$ cat config.mk
export PLATFORM = sky130hd
export DESIGN_NAME = autenticacao_pin
export DESIGN_NICKNAME = d
export VERILOG_FILES = /design/src/rtl/autenticacao_pin.sv
export SDC_FILE = /design/constraint.sdc
export NUM_CORES = 1
export LEC_CHECK = 0
export CORE_ASPECT_RATIO = 0.5
export CORE_UTILIZATION = 52
export CTS_CLUSTER_DIAMETER = 120
export DETAILED_ROUTE_END_ITERATION = 7
export HOLD_SLACK_MARGIN = 0.15
export PLACE_DENSITY = 0.79
export SLEW_MARGIN = 20
export SYNTH_ARGS = -nofsm -noshare
export SYNTH_HDL_FRONTEND = slang
export SYNTH_SLANG_ARGS = --single-unit
$ cat constraint.sdc
create_clock -name clk -period 2.5 [get_ports clk]
set_input_delay 0.25 -clock clk [delete_from_list [all_inputs] [get_ports clk]]
set_output_delay 0.25 -clock clk [all_outputs]
set_load 0.005 [all_outputs]
$ cat src/rtl/autenticacao_pin.sv
// PIN-authentication front end: collects keypad digits for an inserted card,
// checks them against the stored PIN, counts failed attempts and runs the entry timeout.
module autenticacao_pin #(
    parameter int unsigned N_DIGITOS      = 4,
    parameter int unsigned MAX_TENTATIVAS = 3,
    parameter int unsigned TIMEOUT_CICLOS = 300
) (
    input  logic        clk,
    input  logic        rst_n,
    input  logic        cartao_in,
    input  logic [3:0]  digito,
    input  logic        digito_valido,
    input  logic        confirma,
    input  logic        cancela,
    input  logic [15:0] pin_ref,
    output logic        autorizado,
    output logic        erro_pin,
    output logic        ejeta_tentativa,
    output logic        ejeta_tempo,
    output logic [8:0]  tempo,
    output logic [1:0]  tentativas,
    output logic [2:0]  n_digitos
);

    localparam int unsigned BUF_W   = 4 * N_DIGITOS;
    localparam logic [8:0]  T_CARGA = 9'(TIMEOUT_CICLOS);
    localparam logic [2:0]  N_MAX   = 3'(N_DIGITOS);
    localparam logic [1:0]  T_MAX   = 2'(MAX_TENTATIVAS);

    typedef enum logic [2:0] {
        ESPERA,
        ENTRADA,
        VERIFICA,
        AUTORIZADO,
        EJETA
    } estado_t;

    estado_t            estado_q, estado_d;
    logic [BUF_W-1:0]   buf_q, buf_d;
    logic [2:0]         n_q, n_d;
    logic [1:0]         tent_q, tent_d;
    logic [8:0]         tempo_q, tempo_d;
    logic               autorizado_q, autorizado_d;
    logic               erro_q, erro_d;
    logic               ej_tent_q, ej_tent_d;
    logic               ej_tempo_q, ej_tempo_d;
    logic               pin_ok;
    logic               digito_ok;

    // Full-length entry whose buffer matches the top nibbles of the stored PIN
    assign pin_ok    = (n_q == N_MAX) && (buf_q == pin_ref[15 -: BUF_W]);
    assign digito_ok = digito_valido && (digito <= 4'd9) && (n_q < N_MAX);

    always_ff @(posedge clk or negedge rst_n) begin
        if (!rst_n) begin
            estado_q     <= ESPERA;
            buf_q        <= '0;
            n_q          <= '0;
            tent_q       <= '0;
            tempo_q      <= '0;
            autorizado_q <= 1'b0;
            erro_q       <= 1'b0;
            ej_tent_q    <= 1'b0;
            ej_tempo_q   <= 1'b0;
        end else begin
            estado_q     <= estado_d;
            buf_q        <= buf_d;
            n_q          <= n_d;
            tent_q       <= tent_d;
            tempo_q      <= tempo_d;
            autorizado_q <= autorizado_d;
            erro_q       <= erro_d;
            ej_tent_q    <= ej_tent_d;
            ej_tempo_q   <= ej_tempo_d;
        end
    end

    always_comb begin
        estado_d   = estado_q;
        buf_d      = buf_q;
        n_d        = n_q;
        tent_d     = tent_q;
        tempo_d    = tempo_q;
        erro_d     = 1'b0;
        ej_tent_d  = 1'b0;
        ej_tempo_d = 1'b0;

        case (estado_q)
            ESPERA: begin
                if (cartao_in) begin
                    estado_d = ENTRADA;
                    buf_d    = '0;
                    n_d      = '0;
                    tent_d   = '0;
                    tempo_d  = T_CARGA;
                end
            end
            // One event per cycle; the if-chain order is the event priority
            ENTRADA: begin
                if (!cartao_in) begin
                    estado_d = ESPERA;
                end else if (cancela) begin
                    buf_d   = '0;
                    n_d     = '0;
                    tempo_d = T_CARGA;
                end else if (tempo_q == 9'd0) begin
                    ej_tempo_d = 1'b1;
                    estado_d   = EJETA;
                end else if (confirma) begin
                    estado_d = VERIFICA;
                end else if (digito_ok) begin
                    buf_d   = BUF_W'({buf_q, digito});
                    n_d     = n_q + 3'd1;
                    tempo_d = T_CARGA;
                end else begin
                    tempo_d = tempo_q - 9'd1;
                end
            end
            VERIFICA: begin
                if (!cartao_in) begin
                    estado_d = ESPERA;
                end else if (pin_ok) begin
                    estado_d = AUTORIZADO;
                    tempo_d  = '0;
                end else begin
                    tent_d = tent_q + 2'd1;
                    if (tent_d == T_MAX) begin
                        ej_tent_d = 1'b1;
                        estado_d  = EJETA;
                    end else begin
                        erro_d   = 1'b1;
                        buf_d    = '0;
                        n_d      = '0;
                        tempo_d  = T_CARGA;
                        estado_d = ENTRADA;
                    end
                end
            end
            AUTORIZADO: begin
                tempo_d = '0;
                if (!cartao_in) begin
                    estado_d = ESPERA;
                end else if (cancela) begin
                    estado_d = EJETA;
                end
            end
            EJETA: begin
                if (!cartao_in) begin
                    estado_d = ESPERA;
                end
            end
            default: begin
                estado_d = ESPERA;
            end
        endcase
    end

    assign autorizado_d    = (estado_d == AUTORIZADO);

    assign autorizado      = autorizado_q;
    assign erro_pin        = erro_q;
    assign ejeta_tentativa = ej_tent_q;
    assign ejeta_tempo     = ej_tempo_q;
    assign tempo           = tempo_q;
    assign tentativas      = tent_q;
    assign n_digitos       = n_q;

endmodule

==> run_results.csv, run 1 <==
group,metric,value,unit
pwr,leakage,1.21,nW
placed_design,hpwl,3.42,mm
setup_path,arrival,2.34,ns
drt,dr.pass1.iters,4,
sta,finClkSkew,0.00575,ns
clocking,post-cts-setup-buffer-count,0,
clocking,clk_latency,0.30,ns
status,status,"complete, no violations",
clocking,clk_path_buf_depth,2,
clocking,ctsResizeCount,0,
synth,async_reset_ff_frac,1.00,
synth,syn_nets,271,
placed_design,dp_slack,0.137,ns
global_route,antenna_found_initial,0,
drt,drc,0,
sta,max_slew_margin,0.682,
global_route,grt_max_degree,38,
setup_path,cp_cell_sequence,"nor4_1, buf_4, and3_4, nor3_2, nor2_1, or3b_1, buf_4, mux2i_1",
placed_design,io_buffer_count,43,
sta,tns,0,ns
clocking,cts_buffers,5,
sta,maxSlewViolCount,0,
global_route,grt_usage,0.236,
drt,avgViaCountPerCell,5.46,
synth,synth-edff-count,0,
sta,rsz0062_at_grt,"false",
pwr,power_density,500,nW/um^2
die,initial_core_util,0.559,
cells_and_area,n_antenna_cell,0,
setup_path,reg2reg_to,"buf_q[10]$_DFFE_PN0P_",
synth,yosysWarningCount,0,
pwr,power,1.42,mW
sta,finalSetupViolations,0,
synth,yosysTopAreaCell,"dfrtp_1",
clocking,cts_tree,"done",
setup_path,cp_common_cell,"buf_4",
cells_and_area,multi_input_comb_area,1140,um^2
setup_path,critPathKind,"reg2reg",
clocking,cts-htree-levels,2,
sta,fin_ws,0.377,ns
hold_path,hold_path.class,"in2async",
die,fp.dieArea,4590,um^2
pwr,seq_power_share,0.476,
pwr,clkPwrFrac,0.300,
pwr,internal_power,0.995,mW
cells_and_area,drive_gt1_frac,0.117,
die,die_h,48.4,um
global_route,grt_pass1_vias,1823,
cells_and_area,area_growth,26.6,%
synth,syn_area,2240,um^2
clocking,clock_sinks,37,
die,num_rows,16,
setup_path,crit_path_max_fanout,17,
placed_design,globalplace.congestion,0.892,
die,io_pins,44,
synth,yosysSeqAreaShare,0.413,
clocking,holdBufCountCts,0,
setup_path,startpoint_type,"register",
clocking,clk_pin_slew,0.08,ns
pwr,comb_power_share,0.224,
synth,syn_inst,240,
setup_path,worst_ep_required_time,2.72,ns
setup_path,worst-r2r-setup-slack,0.38,ns
setup_path,cpPeakStageDelay,0.45,ns
synth,synth_ff_type,"dfrtp_1",
cells_and_area,nets,321,
synth,avgSynthCellArea,9.33,um^2
synth,netlist_top_cells_count,"37 x dfrtp_1, 28 x nand2_1, 27 x inv_1",
sta,fin_crit,2.12,ns
sta,hold_violations,0,
sta,tightest_slew,0.476,ns
clocking,root_buffer,"clkbuf_8",
setup_path,cpMaxStageDelayCell,"dfrtp_1",
pwr,vdd_ir_drop_max,0.000299,V
global_route,grt_remaining_overflow,0,
pwr,switching_share,0.298,
drt,vias,1885,
drt,dr.first_iter.drc_count,69,
drt,drt.antenna.violating_nets,0,
drt,routed_wl,4.67,mm
cells_and_area,register_area,926,um^2
synth,yosys.cell_count.top_type,"dfrtp_1",
global_route,grt_first_pass_wirelength,8.34,mm
setup_path,endpoint_kind,"register",
synth,yosysTopAreaCellShare,0.413,
setup_path,r2r_cells,8,
cells_and_area,fillers,328,
pwr,p_switching,0.422,mW
setup_path,reg2reg_from,"tempo[4]$_DFFE_PN0P_",
drt,drt-wirelength-per-cell,13.5,um
synth,synth_cell_types,53,
sta,period_share,0.849,
die,fp.dieW,94.8,um
job,cap_violations,0,
die,placeableCoreArea,4000,um^2
synth,synthTopCellsByArea,"dfrtp_1 41%, mux2i_1 7.6%, xnor2_1 6.3%, nand2_1 4.7%, inv_1 4.5%",
sta,maxClockFrequency,471,MHz
synth,ys_ff_latch,37,
## per-stage QoR
stage / hold WS (ns) / instance area, um^2 / util / std cells
6_report: 0.368 / 2840 / 0.708 / 345
2_1_floorplan: -0.0456 / 2240 / - / 240
4_1_cts: 0.386 / 2840 / 0.708 / 345
5_1_grt: 0.425 / 2840 / 0.708 / 345
3_3_place_gp: 0.525 / 2750 / 0.687 / 337
3_5_place_dp: 0.532 / 2750 / 0.687 / 337
## cell type report
cell class	count	share of cell area
Clock buffer	5	0.0243
Clock inverter	3	0.00618
Inverter	27	0.0357
Multi-Input combinational cell	165	0.403
Sequential cell	37	0.326
Tap cell	54	0.0238
Timing Repair Buffer	54	0.181
## power groups by stage
stage               logic (mW)  registers [mW]  clock network [mW]
finish                   0.317           0.675               0.425
floorplan                0.182           0.676                   0
detailed placement       0.319           0.687                   0
global route             0.352           0.682               0.465
global placement         0.313           0.685                   0
CTS                      0.320           0.675               0.432
## sequential cells by signal, indices dropped and copies added (netlist names)
name             cells
n_digitos            3
autorizado           1
erro_pin             1
tempo                9
buf_q               16
tentativas           2
ejeta_tempo          1
estado_q             3
ejeta_tentativa      1
## critical path, delay by kind of cell (launching register included)
family | cells | cell delay [ns]
and+or+nand+nor | 5 | 0.86
buffers and inverters | 2 | 0.49
DFF | 1 | 0.45
muxes | 1 | 0.23
## kinds of logic after synthesis
family / after synthesis / synth area share
buffers and inverters: 38 / 0.0765
XOR/XNOR: 16 / 0.0626
AO/OA/AOI/OAI: 39 / 0.133
AND/OR/NAND/NOR: 86 / 0.201
multiplexers: 19 / 0.0860
adder cells (fa/ha/maj): 5 / 0.0279
flip-flops: 37 / 0.413
## cell usage in the layout (no fill, tap or decap), types with 4 or more instances in the layout
| master | synthesis | routed |
|---|---|---|
| clkdlybuf4s50_1 | 0 | 43 |
| dfrtp_1 | 37 | 37 |
| nand2_1 | 28 | 28 |
| inv_1 | 27 | 27 |
| mux2i_1 | 17 | 17 |
| xnor2_1 | 16 | 16 |
| nor2_1 | 12 | 12 |
| buf_4 | 2 | 11 |
| nand3_1 | 8 | 8 |
| a31oi_1 | 7 | 7 |
| o21ai_0 | 6 | 6 |
| nor3_1 | 6 | 6 |
| nand4_1 | 5 | 5 |
| ha_1 | 5 | 5 |
| clkbuf_8 | 0 | 5 |
| or3_1 | 4 | 4 |
| a21oi_1 | 4 | 4 |
## per-layer routing
layer,track usage,wire (um)
met5,0,0
met3,0.0519,156
met2,0.390,2170
met4,0.0833,73
met1,0.306,2270
## worst max-delay path by stage
stage                                         from                   endpoint  slack (ns)  cells after the start
final                         tempo[4]$_DFFE_PN0P_      buf_q[10]$_DFFE_PN0P_        0.38                      8
after global routing          buf_q[3]$_DFFE_PN0P_      buf_q[14]$_DFFE_PN0P_        0.22                      7
after CTS                     tempo[4]$_DFFE_PN0P_      buf_q[10]$_DFFE_PN0P_        0.35                      8
after detailed placement                   cancela      buf_q[10]$_DFFE_PN0P_        0.14                      8
after global placement                     cancela      buf_q[14]$_DFFE_PN0P_        0.25                      8
after floorplan           n_digitos[0]$_DFFE_PN0P_  tentativas[0]$_DFFE_PN0P_        0.50                      8
No activity file was read; power rests on OpenSTA's default activity.
==> run 2, diff against run 1 <==
Clock period 2.5 ns to 2.1 ns, I/O delays scaled along.
==> run_results.csv, run 2 (same netlist as run 1, synthesis figures left out) <==
group,metric,value,unit
cells_and_area,fillers,312,
cells_and_area,area_growth,32.2,%
clocking,cts_tree,"done",
cells_and_area,drive_gt1_frac,0.164,
die,io_pins,44,
clocking,cts_buffers,5,
setup_path,startpoint_type,"register",
clocking,clk_latency,0.30,ns
die,num_rows,16,
placed_design,dp_slack,-0.0756,ns
drt,wl_met1,2.26,mm
die,placeableCoreArea,4000,um^2
global_route,grt_max_degree,38,
sta,finClkSkew,0.00590,ns
clocking,clk_path_buf_depth,2,
placed_design,dp_cells,351,
cells_and_area,n_antenna_cell,0,
setup_path,critPathKind,"reg2reg",
setup_path,crit_path_max_fanout,17,
clocking,root_buffer,"clkbuf_8",
sta,fin_ws,0.127,ns
drt,routed_wl,4.86,mm
drt,highest-signal-layer,"met4",
placed_design,globalplace.congestion,0.879,
pwr,power,1.71,mW
global_route,grt_pass1_vias,1869,
sta,hold_violations,0,
sta,rsz0062_at_grt,"false",
setup_path,reg2reg_from,"tempo[0]$_DFFE_PN0P_",
clocking,holdBufCountCts,0,
die,initial_core_util,0.559,
drt,vias,1924,
drt,wl_met3,213,um
global_route,grt_usage,0.240,
setup_path,worst_ep_required_time,2.28,ns
pwr,leakage,1.28,nW
setup_path,r2r_cells,8,
cells_and_area,multi_input_comb_area,1150,um^2
cells_and_area,regMostFlops,"buf_q",
job,cap_violations,0,
cells_and_area,largest_reg_flops,16,
drt,dr.pass1.iters,4,
pwr,vdd_ir_drop_max,0.000313,V
cells_and_area,fin_area,2960,um^2
setup_path,arrival,2.16,ns
drt,dr.first_iter.drc_count,72,
die,fp.dieW,94.8,um
sta,tightest_slew,0.463,ns
pwr,power_density,576,nW/um^2
placed_design,place_area,2870,um^2
placed_design,io_buffer_count,43,
global_route,grt_first_pass_wirelength,8.36,mm
setup_path,cp-startpoint,"tempo[0]$_DFFE_PN0P_",
sta,maxSlewViolCount,0,
die,fp.dieArea,4590,um^2
sta,fin_crit,1.97,ns
sta,finalSetupViolations,0,
sta,maxClockFrequency,507,MHz
global_route,grt_remaining_overflow,0,
cells_and_area,final_common_cell,"clkdlybuf4s50_1",
drt,avgViaCountPerCell,5.36,
drt,dr_wl_met2,2.31,mm
placed_design,hpwl,3.67,mm
setup_path,endpoint_kind,"register",
clocking,clock_sinks,37,
drt,drt-wirelength-per-cell,13.5,um
clocking,cts-htree-levels,2,
drt,drt.antenna.violating_nets,0,
status,status,"complete, no violations",
cells_and_area,final_util,0.739,
cells_and_area,layout_common_cells,"43 x clkdlybuf4s50_1, 37 x dfrtp_1, 28 x nand2_1",
sta,period_share,0.940,
cells_and_area,nets,335,
clocking,clk_pin_slew,0.07,ns
cells_and_area,instances_no_fill,359,
sta,max_slew_margin,0.689,
drt,drc,0,
cells_and_area,register_area,926,um^2
die,die_h,48.4,um
hold_path,hold_path.class,"in2async",
global_route,antenna_found_initial,0,
[run 2: cell count changes in the layout (fill, tap and decap cells not counted), sizes merged]
cell      delta
buf         +14
clkbuf       +1
clkinvlp     -1
[run 2: final cells by class]
cell class / count / area share
clock buffers: 6 / 0.0245
clock inverters: 2 / 0.00338
inverters: 27 / 0.0342
multi-input cells: 165 / 0.389
flip-flops and latches: 37 / 0.313
well taps: 54 / 0.0228
repair buffers: 68 / 0.213
[run 2: timing repair]
item | 4_1_cts | 5_1_grt
buffers inserted | 0 | 0
gates resized for setup | 0 | 3
endpoints found under the setup margin | 0 | 18
[run 2: where the power goes]
part           internal, mW  switching (mW)  leakage, nW
Clock                 0.230           0.257       0.0450
Sequential            0.750          0.0432        0.497
Combinational         0.234           0.192        0.738
Total                  1.21           0.493         1.28
[run 2: routing by layer]
layer	GRT usage	vias to the layer above
met5	0	-
li1	-	949
met3	0.0519	6
met4	0.0859	0
met1	0.316	919
met2	0.391	50
[run 2: critical path, cell delays in order, from the launching register on]
cell	delay, ns
dfrtp_1	0.37
inv_1	0.09
ha_1	0.23
and3_4	0.17
nor3_2	0.19
nor2_1	0.06
or3b_4	0.41
buf_12	0.18
mux2i_2	0.15
[run 2: path summary, 6_finish.rpt]
kind,endpoint,slack [ns]
max in group asynchronous,ejeta_tempo$_DFF_PN0_,1.44
min in group clk,buf_q[0]$_DFFE_PN0P_,0.45
setup reg to reg,buf_q[4]$_DFFE_PN0P_,0.13
setup / recovery,buf_q[4]$_DFFE_PN0P_,0.13
hold reg to reg,tentativas[1]$_DFFE_PN0P_,0.55
hold / removal,buf_q[4]$_DFFE_PN0P_,0.33
[run 2: stage by stage]
step                hold slack (ns)  TNS, ns
detailed placement            0.539    -1.24
global placement              0.526   -0.428
floorplan                   -0.0856        0
CTS                           0.358        0
finish                        0.333        0
global route                  0.372        0
==> edit: new RTL, flow settings as in run 1 <==
Put one more register stage on the output `tempo`, with the module's reset. The value now appears one clock later. The other outputs are not delayed to match.
--- a/src/rtl/autenticacao_pin.sv
+++ b/src/rtl/autenticacao_pin.sv
@@ -163,3 +163,9 @@
     assign ejeta_tempo     = ej_tempo_q;
-    assign tempo           = tempo_q;
+    always_ff @(posedge clk or negedge rst_n) begin
+        if (!rst_n) begin
+            tempo <= '0;
+        end else begin
+            tempo <= tempo_q;
+        end
+    end
     assign tentativas      = tent_q;
Function: changed (a bounded check fails within 4 cycles, from zero or initial values and one cycle with rst_n low).
==> edit against run 1 <==
- first-iteration DRC count rose by 58%
- final area up 6.4%
- critical path depth stayed put
- sequential share of layout area up 5.5 points
- global-route usage fell by 0.36 points
- area after synthesis is 8.7% higher
- clock power increased by 2%
- worst setup slack improved by 0.068 ns
- sequential cell count up 9
- die area grew 8.4%
- power grew 12%
- highest routed layer unchanged
- routed wire length up 11%
==> edit: results <==
place:
  place_congestion: 0.863
  pre_cts_ws_ns: 0.204
  hpwl_um: 3850
  placed_cell_area_um2: 2930
outcome:
  status: "finished, final reports clean"
sta:
  clock_skew_ns: 0.0120
  worstMarginPinSlew_ns: 0.573
  holdWs_ns: 0.435
route:
  drtIter0Drc: 109
  drt-total-wl_um: 5180
finish:
  drive_above_1_share: 0.0743
  top_regs: "buf_q: 16 flops, tempo: 9 flops, tempo_q: 9 flops"
  finalNetCount: 327
  largest_register_ff_count: 16
grt:
  grt_max_degree: 47
  grt_util_met1: 0.310
  grt_pass1_vias: 1954
  met2_usage: 0.389
  grt_pass1_wl_um: 8860
  grt_util_met3: 0.0418
worst_setup_path:
  r2r-end: "buf_q[7]"
  r2r_slack_ns: 0.45
  worstReg2RegStart: "n_digitos[0]"
logic_synthesis:
  yosysTopAreaCellShare: 0.473
  syn_nets: 278
  synth_cell_types: 45
  synth_seq_area_share: 0.473
  syn_inst: 247
  synthTopCellsByArea: "dfrtp_1 47%, mux2i_1 7.4%, xnor2_1 6.1%, nand2_1 4.8%, inv_1 3.7%"
  synth_commonest_cells: "46 x dfrtp_1, 31 x nand2_1, 24 x inv_1"
power_and_ir_drop:
  vdd_drop_max_mv: 0.317
  p_leak_nw: 1.28
edit: layer usage:
layer	wire length, µm	part of all wire	up-vias
met5	0	0	-
met4	60	0.012	0
met3	227	0.044	8
met2	2440	0.47	48
met1	2450	0.47	951
li1	-	-	938
edit: area by class of cell:
class | instances | area, µm²
inverter | 24 | 90.1
multi-input combinational | 168 | 1120
fill | 352 | 1430
timing repair buffer | 51 | 503
tap | 57 | 71.3
sequential | 46 | 1150
clock inverter | 1 | 7.51
clock buffer | 6 | 72.6
edit: worst max-delay path by stage:
stage	start	end	slack, ns	cells after the start
finish	n_digitos[0]	buf_q[7]	0.45	8
global route	n_digitos[0]	buf_q[12]	0.23	8
CTS	n_digitos[1]	buf_q[7]	0.43	8
detailed placement	pin_ref[0]	buf_q[9]	0.20	8
global placement	pin_ref[0]	n_digitos[1]	0.31	8
floorplan	n_digitos[0]	n_digitos[0]	0.57	9
edit: kinds of logic (layout without fill, tap and decap cells):
family	Yosys count	count (layout)	share of synthesized area
AO/OA/AOI/OAI	40	40	0.110
flip-flops	46	46	0.473
buffers and inverters	33	82	0.0658
multiplexers	21	21	0.0894
adder cells (fa/ha/maj)	5	5	0.0257
XOR/XNOR	17	17	0.0611
AND/OR/NAND/NOR	85	85	0.175
edit: what timing repair did:
| item | 4_1_cts | 5_1_grt |
|---|---|---|
| hold buffers | 0 | 1 |
| setup buffers | 0 | 0 |
| hold endpoints to repair | 0 | 46 |
edit: power breakdown:
group / internal (mW) / switching, mW
Clock: 0.192 / 0.241
Combinational: 0.168 / 0.149
Sequential: 0.789 / 0.0506
Total: 1.15 / 0.440
